## config.mk

```make
export PLATFORM = sky130hd
export DESIGN_NAME = coprocessor0
export DESIGN_NICKNAME = d
export VERILOG_FILES = /design/src/rtl/cp0_pkg.sv /design/src/rtl/cp0_timer.sv /design/src/rtl/coprocessor0.sv
export SDC_FILE = /design/constraint.sdc
export NUM_CORES = 1
export LEC_CHECK = 0
export CORE_MARGIN = 4
export CORE_UTILIZATION = 50
export CTS_CLUSTER_DIAMETER = 60
export CTS_CLUSTER_SIZE = 8
export DETAILED_ROUTE_END_ITERATION = 12
export PLACE_DENSITY = 0.89
export SLEW_MARGIN = 20
export SYNTH_ARGS = -nofsm -noshare
export SYNTH_HDL_FRONTEND = slang
export SYNTH_SLANG_ARGS = --single-unit
```

## constraint.sdc

```tcl
create_clock -name clock -period 6.5 [get_ports clock]
set_input_delay 1.95 -clock clock [delete_from_list [all_inputs] [get_ports clock]]
set_output_delay 1.95 -clock clock [all_outputs]
set_load 0.05 [all_outputs]
```

## src/rtl/cp0_pkg.sv

```systemverilog
// CP0 shared definitions: register numbers, exception codes,
// Status/Cause field positions and the control FSM states.
package cp0_pkg;

  localparam logic [4:0] REG_COUNT   = 5'd9;
  localparam logic [4:0] REG_COMPARE = 5'd11;
  localparam logic [4:0] REG_STATUS  = 5'd12;
  localparam logic [4:0] REG_CAUSE   = 5'd13;
  localparam logic [4:0] REG_EPC     = 5'd14;

  localparam logic [4:0] EXC_INT  = 5'd0;
  localparam logic [4:0] EXC_SYS  = 5'd8;
  localparam logic [4:0] EXC_BP   = 5'd9;
  localparam logic [4:0] EXC_RI   = 5'd10;
  localparam logic [4:0] EXC_OV   = 5'd12;
  localparam logic [4:0] EXC_NONE = 5'd31;

  localparam int ST_IE     = 0;
  localparam int ST_EXL    = 1;
  localparam int ST_IM_LO  = 8;
  localparam int CA_EXC_LO = 2;
  localparam int CA_IP_LO  = 8;

  typedef enum logic {
    NORMAL,
    FLUSH
  } cp0_state_t;

endpackage

```

## src/rtl/cp0_timer.sv

```systemverilog
// CP0 Count/Compare timer; timer_int latches on a match
// and is cleared only by a Compare write.
module cp0_timer (
  input  logic        clock,
  input  logic        reset,
  input  logic        count_we,
  input  logic        compare_we,
  input  logic [31:0] wdata,
  output logic [31:0] count,
  output logic [31:0] compare,
  output logic        timer_int
);

  logic [31:0] count_q, count_d;
  logic [31:0] compare_q, compare_d;
  logic        tint_q, tint_d;

  always_comb begin
    count_d   = count_we ? wdata : count_q + 32'd1;
    compare_d = compare_we ? wdata : compare_q;
    tint_d    = compare_we ? 1'b0
                           : (tint_q | (count_q == compare_q));
  end

  always_ff @(posedge clock) begin
    if (reset) begin
      count_q   <= '0;
      compare_q <= 32'hFFFF_FFFF;
      tint_q    <= 1'b0;
    end else begin
      count_q   <= count_d;
      compare_q <= compare_d;
      tint_q    <= tint_d;
    end
  end

  assign count     = count_q;
  assign compare   = compare_q;
  assign timer_int = tint_q;

endmodule

```

## src/rtl/coprocessor0.sv

```systemverilog
// Minisys-1A system control coprocessor: exception/interrupt
// arbitration, eret, mtc0/mfc0 and the post-redirect flush window.
module coprocessor0
  import cp0_pkg::*;
#(
  parameter logic [31:0] EXC_VECTOR   = 32'h0000_F000,
  parameter int          FLUSH_CYCLES = 2
) (
  input  logic        clock,
  input  logic        reset,
  input  logic        exc_valid,
  input  logic [4:0]  exc_code,
  input  logic [31:0] exc_pc,
  input  logic        mtc0,
  input  logic        mfc0,
  input  logic        eret,
  input  logic [4:0]  cp0_addr,
  input  logic [31:0] wdata,
  input  logic [5:0]  int_in,
  output logic [31:0] rdata,
  output logic        redirect,
  output logic [31:0] redirect_pc,
  output logic        timer_int,
  output logic        exl
);

  localparam int FW = $clog2(FLUSH_CYCLES + 1);

  cp0_state_t  state_q, state_d;
  logic [FW-1:0] fcnt_q, fcnt_d;
  logic        ie_q, ie_d;
  logic        exl_q, exl_d;
  logic [7:0]  im_q, im_d;
  logic [4:0]  code_q, code_d;
  logic [5:0]  iphw_q, iphw_d;
  logic [1:0]  ipsw_q, ipsw_d;
  logic [31:0] epc_q, epc_d;
  logic        redir_q, redir_d;
  logic [31:0] rpc_q, rpc_d;

  logic        normal, exc_take, int_pend, int_take;
  logic        eret_take, wr_take;
  logic [31:0] count, compare, status_w, cause_w;

  cp0_timer u_timer (
    .clock      (clock),
    .reset      (reset),
    .count_we   (wr_take && cp0_addr == REG_COUNT),
    .compare_we (wr_take && cp0_addr == REG_COMPARE),
    .wdata      (wdata),
    .count      (count),
    .compare    (compare),
    .timer_int  (timer_int)
  );

  assign status_w = {16'b0, im_q, 6'b0, exl_q, ie_q};
  assign cause_w  = {16'b0, iphw_q, ipsw_q, 1'b0, code_q, 2'b0};

  // Strict priority: exception > interrupt > eret > mtc0
  always_comb begin
    normal    = (state_q == NORMAL);
    exc_take  = normal && exc_valid && (exc_code != EXC_NONE);
    int_pend  = ie_q && !exl_q && |({iphw_q, ipsw_q} & im_q);
    int_take  = normal && !exc_take && int_pend;
    eret_take = normal && !exc_take && !int_pend && eret;
    wr_take   = normal && !exc_take && !int_pend && !eret && mtc0;
  end

  always_comb begin
    state_d = state_q;
    fcnt_d  = fcnt_q;
    ie_d    = ie_q;
    exl_d   = exl_q;
    im_d    = im_q;
    code_d  = code_q;
    iphw_d  = {int_in[5] | timer_int, int_in[4:0]};
    ipsw_d  = ipsw_q;
    epc_d   = epc_q;
    redir_d = 1'b0;
    rpc_d   = rpc_q;
    if (state_q == FLUSH) begin
      fcnt_d = fcnt_q - FW'(1);
      if (fcnt_q == '0) state_d = NORMAL;
    end
    unique case (1'b1)
      exc_take, int_take: begin
        code_d  = exc_take ? exc_code : EXC_INT;
        if (!exl_q) epc_d = exc_pc;
        exl_d   = 1'b1;
        redir_d = 1'b1;
        rpc_d   = EXC_VECTOR;
        state_d = FLUSH;
        fcnt_d  = FW'(FLUSH_CYCLES - 1);
      end
      eret_take: begin
        exl_d   = 1'b0;
        redir_d = 1'b1;
        rpc_d   = epc_q;
        state_d = FLUSH;
        fcnt_d  = FW'(FLUSH_CYCLES - 1);
      end
      wr_take: begin
        case (cp0_addr)
          REG_STATUS: begin
            ie_d  = wdata[ST_IE];
            exl_d = wdata[ST_EXL];
            im_d  = wdata[ST_IM_LO +: 8];
          end
          REG_CAUSE: ipsw_d = wdata[CA_IP_LO +: 2];
          REG_EPC:   epc_d  = wdata;
          default: ;
        endcase
      end
      default: ;
    endcase
  end

  always_ff @(posedge clock) begin
    if (reset) begin
      state_q <= NORMAL;
      fcnt_q  <= '0;
      ie_q    <= 1'b1;
      exl_q   <= 1'b0;
      im_q    <= 8'hFF;
      code_q  <= '0;
      iphw_q  <= '0;
      ipsw_q  <= '0;
      epc_q   <= '0;
      redir_q <= 1'b0;
      rpc_q   <= '0;
    end else begin
      state_q <= state_d;
      fcnt_q  <= fcnt_d;
      ie_q    <= ie_d;
      exl_q   <= exl_d;
      im_q    <= im_d;
      code_q  <= code_d;
      iphw_q  <= iphw_d;
      ipsw_q  <= ipsw_d;
      epc_q   <= epc_d;
      redir_q <= redir_d;
      rpc_q   <= rpc_d;
    end
  end

  always_comb begin
    rdata = '0;
    if (mfc0) begin
      case (cp0_addr)
        REG_COUNT:   rdata = count;
        REG_COMPARE: rdata = compare;
        REG_STATUS:  rdata = status_w;
        REG_CAUSE:   rdata = cause_w;
        REG_EPC:     rdata = epc_q;
        default:     rdata = '0;
      endcase
    end
  end

  assign redirect    = redir_q;
  assign redirect_pc = rpc_q;
  assign exl         = exl_q;

endmodule

```

==> metrics, run 1 <==
synthesized flop and latch total=156; maximum fanout along the worst path=15; largest buffer count on any clock path=2; Worst IR Drop VDD=0.211 mV; Hold Worst Slack=0.471 ns; Tmin final=between 6 and 7 ns; internal power=1.84 mW; CORE AREA=15,100 um2; sw frac=0.255; Setup TNS=0 ns; synth unique cells=43; reg2reg path depth=5; CP Capture Type=primary output; Pleak=3.93 nW; P&R area growth vs syn=33.2%; number of routed nets with antenna violations=0; DR pass1 iterations=6; RSZ-0062 raised after global routing=false; dpl cells=roughly 1,200; initial antenna violation count=0; Final Skew=0.00668 ns; maxcap violations=0; setup bufs post-CTS=0; Hold Path Class=flop to flop; Post-Syn Instances=940; chip width=~130 um; post-CTS sizing=0; outcome=finished clean; number of synthesized flops with an enable pin=0; initial core utilization=0.509; ANT cells=0; # nets final=1,138; hpwl dp=18,300 um; Ports=around 150; wirelength, routed=25,800 um; cts hold-fix bufs=0; Die H=132 um; combinational power share=0.131; synthesized area=approximately 7700 um2; Slew @ Worst Pin=1.08 ns; DR vias=7,608; CTS Sinks=approximately 160; number of global-route vias before repair=7,056; port buffer count=around 150; Total GRT Usage=0.286; Final Util=0.679; clock-pin slew on the worst setup and hold paths=0.06 ns; TritonCTS clock tree=yes; Avg WL per Cell=20.6 um; CTS Root Buffer Type=clkbuf_16; initial DRC count=between 900 and 1,000; RR Endpoint=redirect_pc[3]$_SDFFE_PP0P_; Hold Vio Cnt, Final=0; synthesized area per cell=8.21 um2; Synth Warn #=0; Critical Path RT=4.55 ns; Startpoint Class=input port; fraction of layout cells with a size suffix above 1=0.0837; Hold Startpoint=redirect_pc[21]$_SDFFE_PP0P_; Slew HR=0.278; first-pass GRT wire length=39,600 um; fin cells=between 1,000 and 1,500; Final setup violation count=0; power share of the clock group=0.444; fraction of the cycle the final worst path needs=0.925; Hold Path Stages=1; fmax=~170 MHz; Net Switching=630 uW; Slew Limit Fails=0; R2R Path Start=iphw_q[4]$_SDFF_PP0_; number of remaining DRC errors=0; Flop pwr share=0.425; overflow left after global routing=0; Site Rows=between 40 and 50; level count of the clock H-tree=4; largest net degree at the start of global routing=112; Seq/Total Area, Yosys=0.405; clock buffer count from CTS=17; Clock Latency Late Sink=0.43 ns; Vias per Instance=6.08; die area=17,500 um2; worst hold endpoint=redirect_pc[21]$_SDFFE_PP0P_; Post-Syn Nets=1,028; Main synth FF type=dfxtp_1; WP data arrival=slightly above 4 ns; R2R setup slack=3.92 ns; kind of critical path=input port to primary output; GP Congestion=around 0.9; pwr/cell area=240 nW/um2; async set-reset flop share out of synthesis=0
[cells in the mapped netlist (2+ instances only)]
master / count / area share
a221oi_1: 8 / 0.0091
xnor2_1: 44 / 0.050
ha_1: 2 / 0.0032
a311oi_1: 32 / 0.036
nand4_1: 23 / 0.019
nand3b_1: 41 / 0.040
mux2i_1: 43 / 0.056
a21oi_1: 32 / 0.021
buf_2: 7 / 0.0045
nor2b_1: 24 / 0.019
o21ai_0: 6 / 0.0039
xor2_1: 18 / 0.020
dfxtp_1: 156 / 0.40
buf_1: 3 / 0.0015
nor3_1: 21 / 0.014
a211oi_1: 31 / 0.030
and3_1: 4 / 0.0032
nand4bb_1: 3 / 0.0044
buf_4: 2 / 0.0019
nor4_1: 5 / 0.0041
o22ai_1: 8 / 0.0065
a22o_1: 32 / 0.036
nand3_1: 14 / 0.0091
nand2_1: 160 / 0.078
inv_1: 10 / 0.0049
nor2_1: 125 / 0.061
clkbuf_1: 64 / 0.031
and4_1: 7 / 0.0079
[power by group through the flow]
stage / logic [mW] / registers (mW) / clock network [mW]
floorplan: 0.163 / 1.07 / 0
global placement: 0.308 / 1.06 / 0
detailed placement: 0.314 / 1.07 / 0
CTS: 0.317 / 1.05 / 1.10
global route: 0.346 / 1.05 / 1.14
finish: 0.324 / 1.05 / 1.10
[area by class of cell]
| type | instances | area (um2) |
|---|---|---|
| clock buffer | 21 | 460 |
| clock inverter | 11 | 189 |
| fill | 1105 | 4870 |
| inverter | 10 | 37.5 |
| multi-input combinational | 698 | 4290 |
| sequential | 156 | 3120 |
| tap | 188 | 235 |
| timing repair buffer | 167 | 1950 |
[metrics by stage]
step	setup slack [ns]	power (mW)	area, um2
floorplan	0.716	1.24	7720
global placement	0.553	1.37	9610
detailed placement	0.523	1.38	9610
CTS	0.508	2.46	10300
global route	0.376	2.54	10300
finish	0.488	2.47	10300
[layer usage]
| metal | wire [um] | vias to the layer above | track usage |
|---|---|---|---|
| li1 | - | 3521 | - |
| met1 | 10500 | 3564 | 0.393 |
| met2 | 11500 | 443 | 0.439 |
| met3 | 2880 | 80 | 0.0626 |
| met4 | 908 | 0 | 0.113 |
| met5 | 0 | - | 0 |
[sequential cells by signal, indices dropped and copies added (netlist names)]
| register | flops |
|---|---|
| ie_q | 1 |
| u_timer.compare | 32 |
| redirect | 1 |
| iphw_q | 6 |
| state_q | 1 |
| im_q | 8 |
| epc_q | 32 |
| fcnt_q | 2 |
| code_q | 5 |
| exl | 1 |
| u_timer.count | 32 |
| u_timer.timer_int | 1 |
| ipsw_q | 2 |
| redirect_pc | 32 |
[cells by family after synthesis]
| group | share of synthesized area |
|---|---|
| compound gates | 0.157 |
| xor+xnor | 0.0704 |
| fa+ha+maj | 0.00324 |
| buf+inv | 0.0439 |
| flops | 0.405 |
| mux | 0.0558 |
| simple gates | 0.265 |
[worst max-delay path: stages]
cell	delay, ns
clkdlybuf4s50_1	0.48
buf_4	0.24
nor3_2	0.08
o21ai_1	0.84
nor2_1	0.23
buf_12	0.22
[layout by cell type, fill, tap and decap left out, types with 17 or more instances in the layout]
cell type        count
nand2_1            160
dfxtp_1            156
nor2_1             125
clkdlybuf4s50_1    118
xnor2_1             44
mux2i_1             43
nand3b_1            41
a22o_1              32
a21oi_1             32
a311oi_1            32
buf_12              32
a211oi_1            31
nor2b_1             24
nand4_1             23
nor3_1              19
xor2_1              18
clkbuf_16           17
[worst max path at each step]
| stage | from | endpoint | slack (ns) | cells after the start |
|---|---|---|---|---|
| after CTS | cp0_addr[0] | rdata[1] | 0.51 | 6 |
| after global placement | cp0_addr[0] | rdata[14] | 0.55 | 6 |
| after floorplan | cp0_addr[1] | rdata[10] | 0.72 | 6 |
| after detailed placement | cp0_addr[0] | rdata[1] | 0.52 | 6 |
| final | cp0_addr[0] | rdata[0] | 0.49 | 6 |
| after global routing | cp0_addr[4] | rdata[1] | 0.38 | 6 |
No activity file was read; power rests on OpenSTA's default activity.
==> run 2, diff against run 1 <==
==> constraint.sdc (replaced) <==
create_clock -name clock -period 7.69 [get_ports clock]
set_input_delay 2.307 -clock clock [delete_from_list [all_inputs] [get_ports clock]]
set_output_delay 2.307 -clock clock [all_outputs]
set_load 0.05 [all_outputs]
==> run 2 against run 1 <==
Wire length decreased by 1.6%. Largest power group is now sequential cells. Largest cell class unchanged. Sequential power decreased by 16%. Critical path depth increased by 2. Clock-buffer cell count unchanged. Highest routed layer is now met5. Die area unchanged. Utilization decreased by 0.33 points. Flip-flop and latch count unchanged. Sequential share of layout area increased by 0.15 points. Hold slack improved by 0.00084 ns. Clock skew about the same.
==> metrics, run 2 (synthesis results as in run 1) <==
number of routed nets with antenna violations=0 (unchanged); Tot Pwr=2.02 mW (was 2.47 mW); post-CTS sizing=0 (unchanged); Slew Limit Fails=0 (unchanged); kind of critical path=input port to primary output (unchanged); Startpoint Class=input port (unchanged); RSZ-0062 raised after global routing=false (unchanged); DR vias=7,646 (was 7,608); design area=10,200 um2 (was 10,300 um2); CP top delay family=buffers and inverters (unchanged); Total GRT Usage=0.279 (was 0.286); Slew @ Worst Pin=0.917 ns (was 1.08 ns); most common cell after layout, fill and taps aside=nand2_1 (unchanged); largest buffer count on any clock path=2 (unchanged); Hold Vio Cnt, Final=0 (unchanged); Ports=153 (unchanged); maxcap violations=0 (unchanged); hpwl dp=18,100 um (was 18,300 um); # nets final=1,137 (was 1,138); Critical Path RT=5.38 ns (was 4.55 ns); Avg WL per Cell=20.3 um (was 20.6 um); Worst IR Drop VDD=0.169 mV (was 0.211 mV); initial DRC count=984 (was 973); largest net degree at the start of global routing=76 (was 112); first-pass GRT wire length=38,900 um (was 39,600 um); overflow left after global routing=0 (unchanged); Die H=132 um (unchanged); CORE AREA=15,100 um2 (unchanged); worst slack, placed=0.778 ns (was 0.523 ns); number of global-route vias before repair=6,962 (was 7,056); Final Skew=0.00693 ns (was 0.00668 ns); initial antenna violation count=1 (was 0); Crit path largest cell delay=0.53 ns (was 0.84 ns); Tmin final=6.73 ns; P&R area growth vs syn=32.5% (was 33.2%); TritonCTS clock tree=yes (unchanged); die area=17,500 um2 (unchanged); level count of the clock H-tree=4 (unchanged); Vias per Instance=6.12 (was 6.08); initial core utilization=0.509 (unchanged); Setup TNS=0 ns (unchanged); GP Congestion=0.978 (was 0.915); chip width=132 um (unchanged); Hold Path Class=flop to flop (unchanged); maximum fanout along the worst path=35 (was 15); Slowest-stage cell, CP=buf_4 (was o21ai_1); Slew HR=0.384 (was 0.278); Clock Latency Late Sink=0.43 ns (about the same); ANT cells=0 (unchanged); CTS Root Buffer Type=clkbuf_16 (unchanged); crit path cell chain=buf_2, buf_4, inv_1, nor3_2, buf_4, a21oi_1, nor2b_1, buf_12 (was clkdlybuf4s50_1, buf_4, nor3_2, o21ai_1, nor2_1, buf_12); Final WS setup=0.956 ns (was 0.488 ns); CTS Sinks=156 (unchanged); Worst Path Buf+Inv=5 (was 3); fraction of layout cells with a size suffix above 1=0.0838 (was 0.0837); Final setup violation count=0 (unchanged); DR pass1 iterations=6 (unchanged); port buffer count=152 (unchanged); CP dominant cell by count=buf_4; Final Util=0.675 (was 0.679); clock-pin slew on the worst setup and hold paths=0.06 ns (about the same); most frequent cells in the layout=nand2_1, dfxtp_1, nor2_1, clkdlybuf4s50_1, xnor2_1 (unchanged); setup bufs post-CTS=0 (unchanged); number of remaining DRC errors=0 (unchanged); fraction of the cycle the final worst path needs=0.876; Pleak=3.91 nW (was 3.93 nW); clock buffer count from CTS=17 (unchanged); Site Rows=45 (unchanged); WP data arrival=4.43 ns (was 4.06 ns); cts hold-fix bufs=0 (unchanged); fmax=approximately 150 MHz; CP Capture Type=primary output (unchanged); pwr/cell area=197 nW/um2 (was 240 nW/um2); Placed Area=9610 um2 (about the same); outcome=finished clean (unchanged); wirelength, routed=25,400 um (was 25,800 um)
==> run 2: changes by cell type in the layout (fill, tap and decap cells not counted), sizes merged <==
| cell | previous run | this run |
|---|---|---|
| buf | 49 | 48 |
| bufinv | 5 | 3 |
| clkinv | 3 | 6 |
| inv | 11 | 10 |
==> run 2: report_power, final <==
group,switching (mW),internal (mW),total [mW]
clock,0.332,0.526,0.858
combinational,0.156,0.115,0.272
sequential,0.0390,0.847,0.886
==> run 2: layout make-up <==
class	instances	area [um2]
multi-input combinational	698	4290
clock inverter	11	143
inverter	10	37.5
sequential	156	3120
timing repair buffer	166	1940
fill	1094	4920
clock buffer	21	460
tap	188	235
==> run 2: routing by layer <==
metal / vias up / GRT usage / wire [um]
met1: 3586 / 0.389 / 10400
met5: - / 0 / 13
met3: 67 / 0.0531 / 2680
met4: 2 / 0.124 / 897
li1: 3524 / - / -
met2: 467 / 0.423 / 11300
==> run 2: per-stage QoR <==
stage	hold WS [ns]	std cells
after global routing	0.488	1250
after CTS	0.474	1250
after global placement	0.454	1218
after detailed placement	0.460	1218
after floorplan	0.453	940
final	0.472	1250
==> run 2: final timing paths <==
| check | cells after the start | slack (ns) | end | from |
|---|---|---|---|---|
| max reg2reg | 5 | 5.08 | redirect_pc[26]$_SDFFE_PP0P_ | iphw_q[4]$_SDFF_PP0_ |
| max | 8 | 0.96 | rdata[17] | cp0_addr[1] |
| min | 1 | 0.47 | redirect_pc[1]$_SDFFE_PP0P_ | redirect_pc[1]$_SDFFE_PP0P_ |
| min reg2reg | 1 | 0.47 | redirect_pc[1]$_SDFFE_PP0P_ | redirect_pc[1]$_SDFFE_PP0P_ |
==> run 3, diff against run 2 <==
--- a/config.mk
+++ b/config.mk
@@ -5,12 +5,13 @@
 export SDC_FILE = /design/constraint.sdc
 export NUM_CORES = 1
 export LEC_CHECK = 0
+export CAP_MARGIN = 20
 export CORE_MARGIN = 4
-export CORE_UTILIZATION = 50
+export CORE_UTILIZATION = 56
 export CTS_CLUSTER_DIAMETER = 60
 export CTS_CLUSTER_SIZE = 8
 export DETAILED_ROUTE_END_ITERATION = 12
-export PLACE_DENSITY = 0.89
+export PLACE_DENSITY = 0.95
 export SLEW_MARGIN = 20
 export SYNTH_ARGS = -nofsm -noshare
 export SYNTH_HDL_FRONTEND = slang
==> run 3 against run 2 <==
Final cell count fell by 1.2%. Hold slack improved by 0.0056 ns. Register-to-register slack improved by 0.03 ns. Clock skew fell by 0.0010 ns. Die area fell by 10%. Combinational power barely moved. Clock-buffer cell count rose by 4. Non-clock buffer count fell by 2. Largest power group unchanged.
==> metrics, run 3 (synthesis results as in run 1) <==
Startpoint Class=input port (unchanged); Die H=125 um (was 132 um); level count of the clock H-tree=4 (unchanged); post-CTS sizing=0 (unchanged); Pleak=3.90 nW (was 3.91 nW); Ports=153 (unchanged); pwr/cell area=199 nW/um2 (was 197 nW/um2); setup bufs post-CTS=0 (unchanged); number of routed nets with antenna violations=0 (unchanged); initial antenna violation count=0 (was 1); ANT cells=0 (unchanged); most common cell after layout, fill and taps aside=nand2_1 (unchanged); Slew Limit Fails=0 (unchanged); Final Skew=0.00590 ns (was 0.00693 ns); P&R area growth vs syn=32.2% (was 32.5%); maximum fanout along the worst path=11 (was 35); overflow left after global routing=0 (unchanged); Placed Area=9580 um2 (was 9610 um2); most frequent cells in the layout=nand2_1, dfxtp_1, nor2_1, clkdlybuf4s50_1, xnor2_1 (unchanged); GP Congestion=1.02 (was 0.978); DR pass1 iterations=6 (unchanged); Setup TNS=0 ns (unchanged); Hold Path Class=flop to flop (unchanged); Slew @ Worst Pin=0.898 ns (was 0.917 ns); number of remaining DRC errors=0 (unchanged); number of global-route vias before repair=7,364 (was 6,962); fmax=150 MHz (was 148 MHz); # nets final=1,135 (was 1,137); fraction of the cycle the final worst path needs=0.868 (was 0.876); port buffer count=152 (unchanged); Total GRT Usage=0.325 (was 0.279); Tmin final=6.68 ns (was 6.73 ns); Clock Latency Late Sink=0.43 ns (about the same); largest net degree at the start of global routing=85 (was 76); die area=15,700 um2 (was 17,500 um2); wirelength, routed=26,300 um (was 25,400 um); outcome=finished clean (unchanged); largest buffer count on any clock path=2 (unchanged); CP Capture Type=primary output (unchanged); RSZ-0062 raised after global routing=false (unchanged); maxcap violations=0 (unchanged); CTS Root Buffer Type=clkbuf_16 (unchanged); Critical Path RT=5.38 ns (about the same); fraction of layout cells with a size suffix above 1=0.0793 (was 0.0838); Vias per Instance=6.41 (was 6.12); initial core utilization=0.578 (was 0.509); design area=10,200 um2 (about the same); first-pass GRT wire length=40,700 um (was 38,900 um); kind of critical path=input port to primary output (unchanged); Worst IR Drop VDD=0.152 mV (was 0.169 mV); chip width=125 um (was 132 um); Avg WL per Cell=21.3 um (was 20.3 um); DR vias=7,911 (was 7,646); TritonCTS clock tree=yes (unchanged); CORE AREA=13,300 um2 (was 15,100 um2); Layout fillers=836 (was 1,094); Hold Vio Cnt, Final=0 (unchanged); cts hold-fix bufs=0 (unchanged); Final setup violation count=0 (unchanged); Site Rows=42 (was 45); initial DRC count=1,167 (was 984); Hold Worst Slack=0.477 ns (was 0.472 ns); hpwl dp=18,300 um (was 18,100 um); clock buffer count from CTS=17 (unchanged); clock-pin slew on the worst setup and hold paths=0.06 ns (about the same); CTS Sinks=156 (unchanged); WP data arrival=4.37 ns (was 4.43 ns); Slew HR=0.397 (was 0.384)
run 3: cell count changes in the layout (fill, tap and decap cells not counted), sizes merged:
| cell | change |
|---|---|
| clkbuf | +4 |
| buf | -2 |
| clkinvlp | -2 |
| clkinv | -3 |
run 3: path summary, 6_finish.rpt:
path                                     from                            to  slack (ns)  cells past startpoint
setup / recovery                  cp0_addr[4]                      rdata[3]        1.01                      6
hold / removal    redirect_pc[7]$_SDFFE_PP0P_   redirect_pc[7]$_SDFFE_PP0P_        0.48                      1
hold reg to reg   redirect_pc[7]$_SDFFE_PP0P_   redirect_pc[7]$_SDFFE_PP0P_        0.48                      1
setup reg to reg         iphw_q[4]$_SDFF_PP0_  redirect_pc[16]$_SDFFE_PP0P_        5.11                      5
run 3: metrics by stage:
stage,worst slack (ns),cells,utilization,power (mW)
after floorplan,1.19,940,-,1.04
after global placement,0.890,1204,0.717,1.16
after detailed placement,0.732,1204,0.717,1.16
after CTS,0.732,1235,0.763,2.01
after global routing,0.835,1235,0.764,2.08
final,1.01,1235,0.764,2.03
run 3: power by group:
part / switching (mW) / total, mW / internal (mW)
logic: 0.161 / 0.275 / 0.115
registers: 0.0410 / 0.888 / 0.847
clock network: 0.320 / 0.862 / 0.543
run 3: final cells by class:
type                            count  area [um2]  share of cell area
Clock inverter                      6         109              0.0107
Multi-Input combinational cell    698        4290               0.421
Sequential cell                   156        3120               0.306
Clock buffer                       25         495              0.0486
Tap cell                          176         220              0.0216
Timing Repair Buffer              164        1920               0.189
Inverter                           10        37.5             0.00368
run 3: metal layers:
layer  vias to the layer above  global-route usage  wire [um]
met1                      3711               0.425      10100
met5                         -                   0          0
met2                       584               0.509      12000
met3                       106              0.0733       2970
met4                         0               0.159       1220
li1                       3510                   -          -
run 3: critical path: stages:
cell,delay (ns)
clkdlybuf4s50_1,0.43
nand4bb_1,0.54
nor2_1,0.54
a221oi_1,0.17
nor2_1,0.21
buf_12,0.17
